## config.mk

```make
export PLATFORM = sky130hd
export DESIGN_NAME = icache_fetch_ctrl
export DESIGN_NICKNAME = d
export VERILOG_FILES = /design/src/rtl/icache_fetch_ctrl.sv
export SDC_FILE = /design/constraint.sdc
export NUM_CORES = 1
export LEC_CHECK = 0
export CORE_MARGIN = 4
export CORE_UTILIZATION = 55
export DETAILED_ROUTE_END_ITERATION = 7
export DONT_BUFFER_PORTS = 1
export PLACE_DENSITY = 0.7
export REMOVE_ABC_BUFFERS = 1
export SYNTH_ARGS = -nofsm -noshare
export SYNTH_HDL_FRONTEND = slang
export SYNTH_SLANG_ARGS = --single-unit
```

## constraint.sdc

```tcl
create_clock -name clock -period 17.35 [get_ports clock]
set_input_delay 1.735 -clock clock [delete_from_list [all_inputs] [get_ports clock]]
set_output_delay 1.735 -clock clock [all_outputs]
set_load 0.1 [all_outputs]
```

## src/rtl/icache_fetch_ctrl.sv

```systemverilog
// icache_fetch_ctrl
// Fetch controller between the IF stage and a slow, handshaked instruction
// memory. It holds a direct-mapped cache of LINES lines with one 32-bit word
// per line.
//   - Hits and misaligned fetches answer on the cycle after acceptance.
//   - A miss issues a single-word refill, fills the line and then answers.
//   - flush drops the next or outstanding response without cancelling a refill.
//   - inv_all clears every valid bit.
//   - hit_count and miss_count saturate at 16'hFFFF.
// Ports:
//   clock, reset                       rising-edge clock, synchronous active-high reset
//   req_valid, req_pc, req_ready       fetch request from IF
//   flush, inv_all                     redirect / whole-cache invalidate
//   resp_valid/_pc/_instr/_err         registered one-cycle response
//   mem_req_valid/_addr, mem_req_ready refill request channel
//   mem_resp_valid, mem_resp_data      refill data pulse
//   hit_count, miss_count              saturating statistics
module icache_fetch_ctrl #(
  parameter int LINES  = 4,
  parameter int ADDR_W = 32
) (
  input  logic              clock,
  input  logic              reset,
  input  logic              req_valid,
  input  logic [ADDR_W-1:0] req_pc,
  output logic              req_ready,
  input  logic              flush,
  input  logic              inv_all,
  output logic              resp_valid,
  output logic [ADDR_W-1:0] resp_pc,
  output logic [31:0]       resp_instr,
  output logic              resp_err,
  output logic              mem_req_valid,
  output logic [ADDR_W-1:0] mem_req_addr,
  input  logic              mem_req_ready,
  input  logic              mem_resp_valid,
  input  logic [31:0]       mem_resp_data,
  output logic [15:0]       hit_count,
  output logic [15:0]       miss_count
);

  localparam int IDX_W = $clog2(LINES);
  localparam int TAG_W = ADDR_W - IDX_W - 2;

  typedef enum logic [1:0] {IDLE, MISS_REQ, MISS_WAIT} state_t;

  state_t            state, state_nx;
  logic [LINES-1:0]  line_valid;
  logic [TAG_W-1:0]  line_tag  [LINES];
  logic [31:0]       line_data [LINES];
  logic [ADDR_W-1:0] miss_pc;
  logic              drop;

  logic [IDX_W-1:0]  req_idx, miss_idx;
  logic [TAG_W-1:0]  req_tag, miss_tag;
  logic              accept, misaligned, hit, fill;

  assign req_idx    = req_pc[IDX_W+1:2];
  assign req_tag    = req_pc[ADDR_W-1:IDX_W+2];
  assign miss_idx   = miss_pc[IDX_W+1:2];
  assign miss_tag   = miss_pc[ADDR_W-1:IDX_W+2];

  assign req_ready  = (state == IDLE) && !flush && !reset;
  assign accept     = req_valid && req_ready;
  assign misaligned = (req_pc[1:0] != 2'b00);
  assign hit        = line_valid[req_idx] && (line_tag[req_idx] == req_tag);
  // The refill word is written whenever it arrives, even if the fetch was
  // flushed: the line is still worth keeping.
  assign fill       = (state == MISS_WAIT) && mem_resp_valid;

  assign mem_req_valid = (state == MISS_REQ);
  assign mem_req_addr  = mem_req_valid ? {miss_pc[ADDR_W-1:2], 2'b00} : '0;

  // NOTE: every output of a combinational block gets a default first, so that
  // no path leaves it unassigned and infers a latch.
  always_comb begin
    state_nx = state;
    unique case (state)
      IDLE:      if (accept && !misaligned && !hit) state_nx = MISS_REQ;
      MISS_REQ:  if (mem_req_ready)                 state_nx = MISS_WAIT;
      MISS_WAIT: if (mem_resp_valid)                state_nx = IDLE;
      default:                                      state_nx = IDLE;
    endcase
  end

  // NOTE: sequential state uses non-blocking assignments only, so that every
  // register samples pre-edge values regardless of statement order.
  always_ff @(posedge clock) begin
    if (reset) begin
      state      <= IDLE;
      drop       <= 1'b0;
      miss_pc    <= '0;
      line_valid <= '0;
      resp_valid <= 1'b0;
      resp_err   <= 1'b0;
      resp_instr <= '0;
      resp_pc    <= '0;
      hit_count  <= '0;
      miss_count <= '0;
    end else begin
      state <= state_nx;

      // The drop flag lives only for the current miss.
      if (state_nx == IDLE) drop <= 1'b0;
      else if (flush)       drop <= 1'b1;

      if (accept) miss_pc <= req_pc;

      // Invalidation wins over a fill that lands in the same cycle.
      if (inv_all)   line_valid           <= '0;
      else if (fill) line_valid[miss_idx] <= 1'b1;

      resp_valid <= 1'b0;
      if (accept) begin
        if (misaligned) begin
          resp_valid <= 1'b1;
          resp_err   <= 1'b1;
          resp_instr <= '0;
          resp_pc    <= req_pc;
        end else if (hit) begin
          resp_valid <= 1'b1;
          resp_err   <= 1'b0;
          resp_instr <= line_data[req_idx];
          resp_pc    <= req_pc;
        end
      end else if (fill) begin
        // A flush in the fill cycle itself also kills the response.
        resp_valid <= !drop && !flush;
        resp_err   <= 1'b0;
        resp_instr <= mem_resp_data;
        resp_pc    <= miss_pc;
      end

      if (accept && !misaligned && hit && hit_count != 16'hFFFF)
        hit_count <= hit_count + 16'd1;
      if (accept && !misaligned && !hit && miss_count != 16'hFFFF)
        miss_count <= miss_count + 16'd1;
    end
  end

  // NOTE: tag and data arrays are not reset; the valid bits alone decide whether
  // their contents are meaningful, which keeps them plain RAM.
  always_ff @(posedge clock) begin
    if (fill) begin
      line_tag[miss_idx]  <= miss_tag;
      line_data[miss_idx] <= mem_resp_data;
    end
  end

endmodule
```

==> summary.txt <==
Outcome
  • Status: finished clean

Setup path
  • Critical Path Sink Type: flip-flop
  • Critical path type: in -> reg
  • Critical path data required time: 17.81 ns
  • Type of origin of the critical path: input pin
  • R2r startpoint: line_tag[3][6]$_DFFE_PP_
  • Worst reg-to-reg setup slack: approximately 13 ns
  • R2R Path End: resp_instr[14]$_SDFFE_PP0P_
  • Worst-case reg-to-reg path depth: 9
  • Max FO, Critical Path: 58
  • Critical path arrival: 5.39 ns

Power
  • Max VDD drop: 0.0540 mV
  • Cell Pwr Density: 113 nW/um^2
  • LEAKAGE: 5.34 nW

Routing
  • DR iter-0 viols: between 700 and 800
  • DR DRC count: 0
  • Post-route ant nets: 0
  • Vias per cell: a little over 6
  • Avg WL per Cell: 22.8 um
  • Total via count in the routed design: 9126
  • Pre-Repair DR Iteration Count: 5
  • WL final: 33.9 mm

Global routing
  • Total GRT Usage: 0.220
  • Pin count of the biggest net entering global routing: 108
  • First-pass GRT wire length: approximately 52 mm
  • Antenna violations before repair: 0
  • Vias in the first global route: 9017
  • Overflow after GRT: 0

Final layout
  • Nets: 1193
  • Ant. Diodes: 0
  • Number of fill cells: 2047
  • Fin cells: roughly 1500
  • Share of layout cells above drive strength 1: 0.161
  • Synthesis-to-layout area growth: 10.7%

Placed design
  • Hpwl dp: 20.6 mm
  • GP Congestion: 0.797
  • IO buf count: 0
  • Placed cells: 1421

STA
  • Fmax: 0.203 GHz
  • Worst slew pin tran: about 1.1 ns
  • Rel. slew slack: 0.265
  • Fin. Hold Viols: 0
  • Layout Skew: 0.0213 ns
  • Final worst-path cycle share: 0.284
  • Total Neg Setup Slack: 0 ns
  • Setup violators final: 0
  • Final Max Tran Viols: 0
  • RSZ-0062 raised after global routing: false
  • Min cycle time layout: 4.93 ns

Floorplanning
  • Die Wd: 174 um
  • Initial Util: 0.560
  • Die height: 174 um
  • Boundary Pins: 203
  • Core area: 27000 sq um
  • DIE AREA: between 30000 and 40000 sq um
  • Std cell rows: 60

Clocking
  • Hold Buf Count CTS: 0
  • TritonCTS buffer count: 38
  • Clock Sinks: 377
  • Clock tree buffer depth: 3
  • CTS root buf: clkbuf_16
  • Clk slew on worst S/H paths: 0.06 ns
  • H-tree depth reported by CTS: 2
  • Post-cts resize count: 0
  • CTS tree: built
  • Clock Latency Late Sink: around 0.52 ns
  • # Post-CTS Setup Buffers: 0

Yosys
  • Top_reg_cell synth: edfxtp_1
  • Synth Area in Compound Gates: 0.0889
  • Post-Synth XOR/XNOR Area: 0.0150
  • Post-synth EDFFs: 240
  • FFs w/ async S/R, synth: 0
  • Synth warn: 0
  • Cell variety after synth: 60
  • Post-synthesis sequential area ratio: 0.657
  • Mapped Area: 15100 sq um
  • Simple-Gate Fraction of Synth Area: 0.111
  • Post-Syn Area per Cell: roughly 13 sq um
  • Seq cells post-synth: 377
  • Largest family of logic cells by synthesized area: simple AND/OR/NAND/NOR gates
  • Adder-Cell Fraction of Synth Area: 0.00165
  • Post-Synthesis Cells: 1128
  • Post-synthesis mux area share: 0.0957

Worst hold path
  • Hold path cells: 2
  • Min-Delay Path Class: reg -> reg
  • Hold endpoint: miss_pc[1]$_SDFFE_PP0N_
  • Hold Startpoint: miss_pc[1]$_SDFFE_PP0N_

Run
  • Max-cap violations: 0
cells in the mapped netlist, types with 2 or more instances:
| cell type | instances | area share |
|---|---|---|
| a21oi_1 | 58 | 0.019 |
| and4_1 | 4 | 0.0023 |
| nor4_2 | 2 | 0.0017 |
| a31o_2 | 2 | 0.0012 |
| and3_1 | 7 | 0.0029 |
| o21a_1 | 5 | 0.0025 |
| nand4_1 | 16 | 0.0066 |
| inv_1 | 33 | 0.0082 |
| mux2_2 | 12 | 0.0089 |
| o32ai_1 | 31 | 0.018 |
| nand2b_1 | 2 | 0.00083 |
| nor4_1 | 4 | 0.0017 |
| xnor2_1 | 26 | 0.015 |
| o2bb2ai_1 | 2 | 0.0012 |
| nand3_1 | 21 | 0.0069 |
| o31ai_1 | 16 | 0.0079 |
| nor2b_1 | 10 | 0.0041 |
| buf_6 | 6 | 0.0045 |
| mux2i_1 | 30 | 0.020 |
| nor3_1 | 8 | 0.0026 |
| ha_1 | 2 | 0.0017 |
| a22oi_1 | 3 | 0.0015 |
| nor3b_1 | 3 | 0.0015 |
| buf_1 | 8 | 0.0020 |
| edfxtp_1 | 240 | 0.48 |
| and2_1 | 35 | 0.014 |
| or3_1 | 3 | 0.0012 |
| o221a_2 | 31 | 0.023 |
| nand2_1 | 126 | 0.031 |
| mux4_2 | 45 | 0.067 |
| buf_4 | 3 | 0.0015 |
| o21ai_0 | 11 | 0.0036 |
| or4_1 | 14 | 0.0069 |
| nand3b_1 | 2 | 0.00099 |
| nor2_1 | 91 | 0.023 |
| o2111ai_1 | 2 | 0.0012 |
| dfxtp_1 | 137 | 0.18 |
| o211ai_1 | 4 | 0.0020 |
| clkbuf_1 | 47 | 0.012 |
| buf_2 | 6 | 0.0020 |
routing by layer:
metal | part of all wire | global-route usage
met1 | 0.40 | 0.278
met2 | 0.48 | 0.362
met3 | 0.10 | 0.0874
met4 | 0.017 | 0.0498
met5 | 0 | 0
power breakdown:
part | switching (W) | total, W | leakage, nW | internal, W
combinational | 0.0000292 | 0.0000551 | 1.56 | 0.0000258
clock | 0.000324 | 0.000834 | 0.636 | 0.000510
sequential | 0.0000442 | 0.00100 | 3.15 | 0.000959
total | 0.000397 | 0.00189 | 5.34 | 0.00149
cell families (layout without fill, tap and decap cells):
logic type,after synthesis,after routing
muxes,87,87
xor gates and xnor gates,26,26
adders and majority gates,2,2
AOI/OAI and AO/OA,177,177
DFF,377,377
buffers and inverters,105,126
other,1,2
and+or+nand+nor,353,353
critical path, cell delays in order:
cell     delay [ns]
mux4_2         0.51
xnor2_1        0.27
nand4_1        0.18
nor4_2         0.55
a21oi_4        0.08
buf_4          0.32
a21oi_4        0.83
buf_4          0.56
o221a_2        0.27
how the worst max path moves through the flow:
stage               startpoint                     endpoint  slack, ns  cells past startpoint
floorplan                flush   resp_instr[0]$_SDFFE_PP0P_       9.20                      6
global placement     req_pc[2]  resp_instr[14]$_SDFFE_PP0P_      12.02                      9
detailed placement   req_pc[2]  resp_instr[14]$_SDFFE_PP0P_      11.91                      9
CTS                  req_pc[2]  resp_instr[14]$_SDFFE_PP0P_      12.43                      9
global route         req_pc[3]  resp_instr[31]$_SDFFE_PP0P_      12.28                     10
finish               req_pc[2]  resp_instr[14]$_SDFFE_PP0P_      12.42                      9
through the flow:
stage / power (W) / utilization / hold WS [ns] / setup WS, ns / cell area [sq um]
floorplan: 0.00106 / - / 0.433 / 9.20 / 14800
global placement: 0.00108 / 0.572 / 0.442 / 12.02 / 15500
detailed placement: 0.00108 / 0.572 / 0.444 / 11.91 / 15500
CTS: 0.00191 / 0.620 / 0.452 / 12.43 / 16800
global route: 0.00196 / 0.620 / 0.472 / 12.28 / 16800
finish: 0.00189 / 0.620 / 0.452 / 12.42 / 16800
sequential cells by signal, indices dropped and copies added (netlist names), 4 cells and up:
| name | count |
|---|---|
| line_valid | 4 |
| resp_pc | 32 |
| miss_count | 16 |
| resp_instr | 32 |
| hit_count | 16 |
| line_data | 128 |
| line_tag | 112 |
| miss_pc | 32 |
layout make-up:
cell class	instances	area [sq um]	area share
Timing Repair Buffer	21	158	0.00940
Multi-Input combinational cell	647	4800	0.286
Sequential cell	377	9950	0.593
Clock buffer	58	1170	0.0698
Clock inverter	12	134	0.00799
Inverter	35	131	0.00784
Tap cell	341	427	0.0254
placed cells by master (no fill, tap or decap), drive strengths merged, types with 21 or more instances in the layout:
cell type  count
a21oi         59
and2          35
buf           21
clkbuf        58
dfxtp        137
edfxtp       240
inv           34
mux2i         30
mux4          45
nand2        127
nand3         21
nor2          91
o221a         32
o32ai         31
xnor2         26
Power figures use the tool's default switching activity.
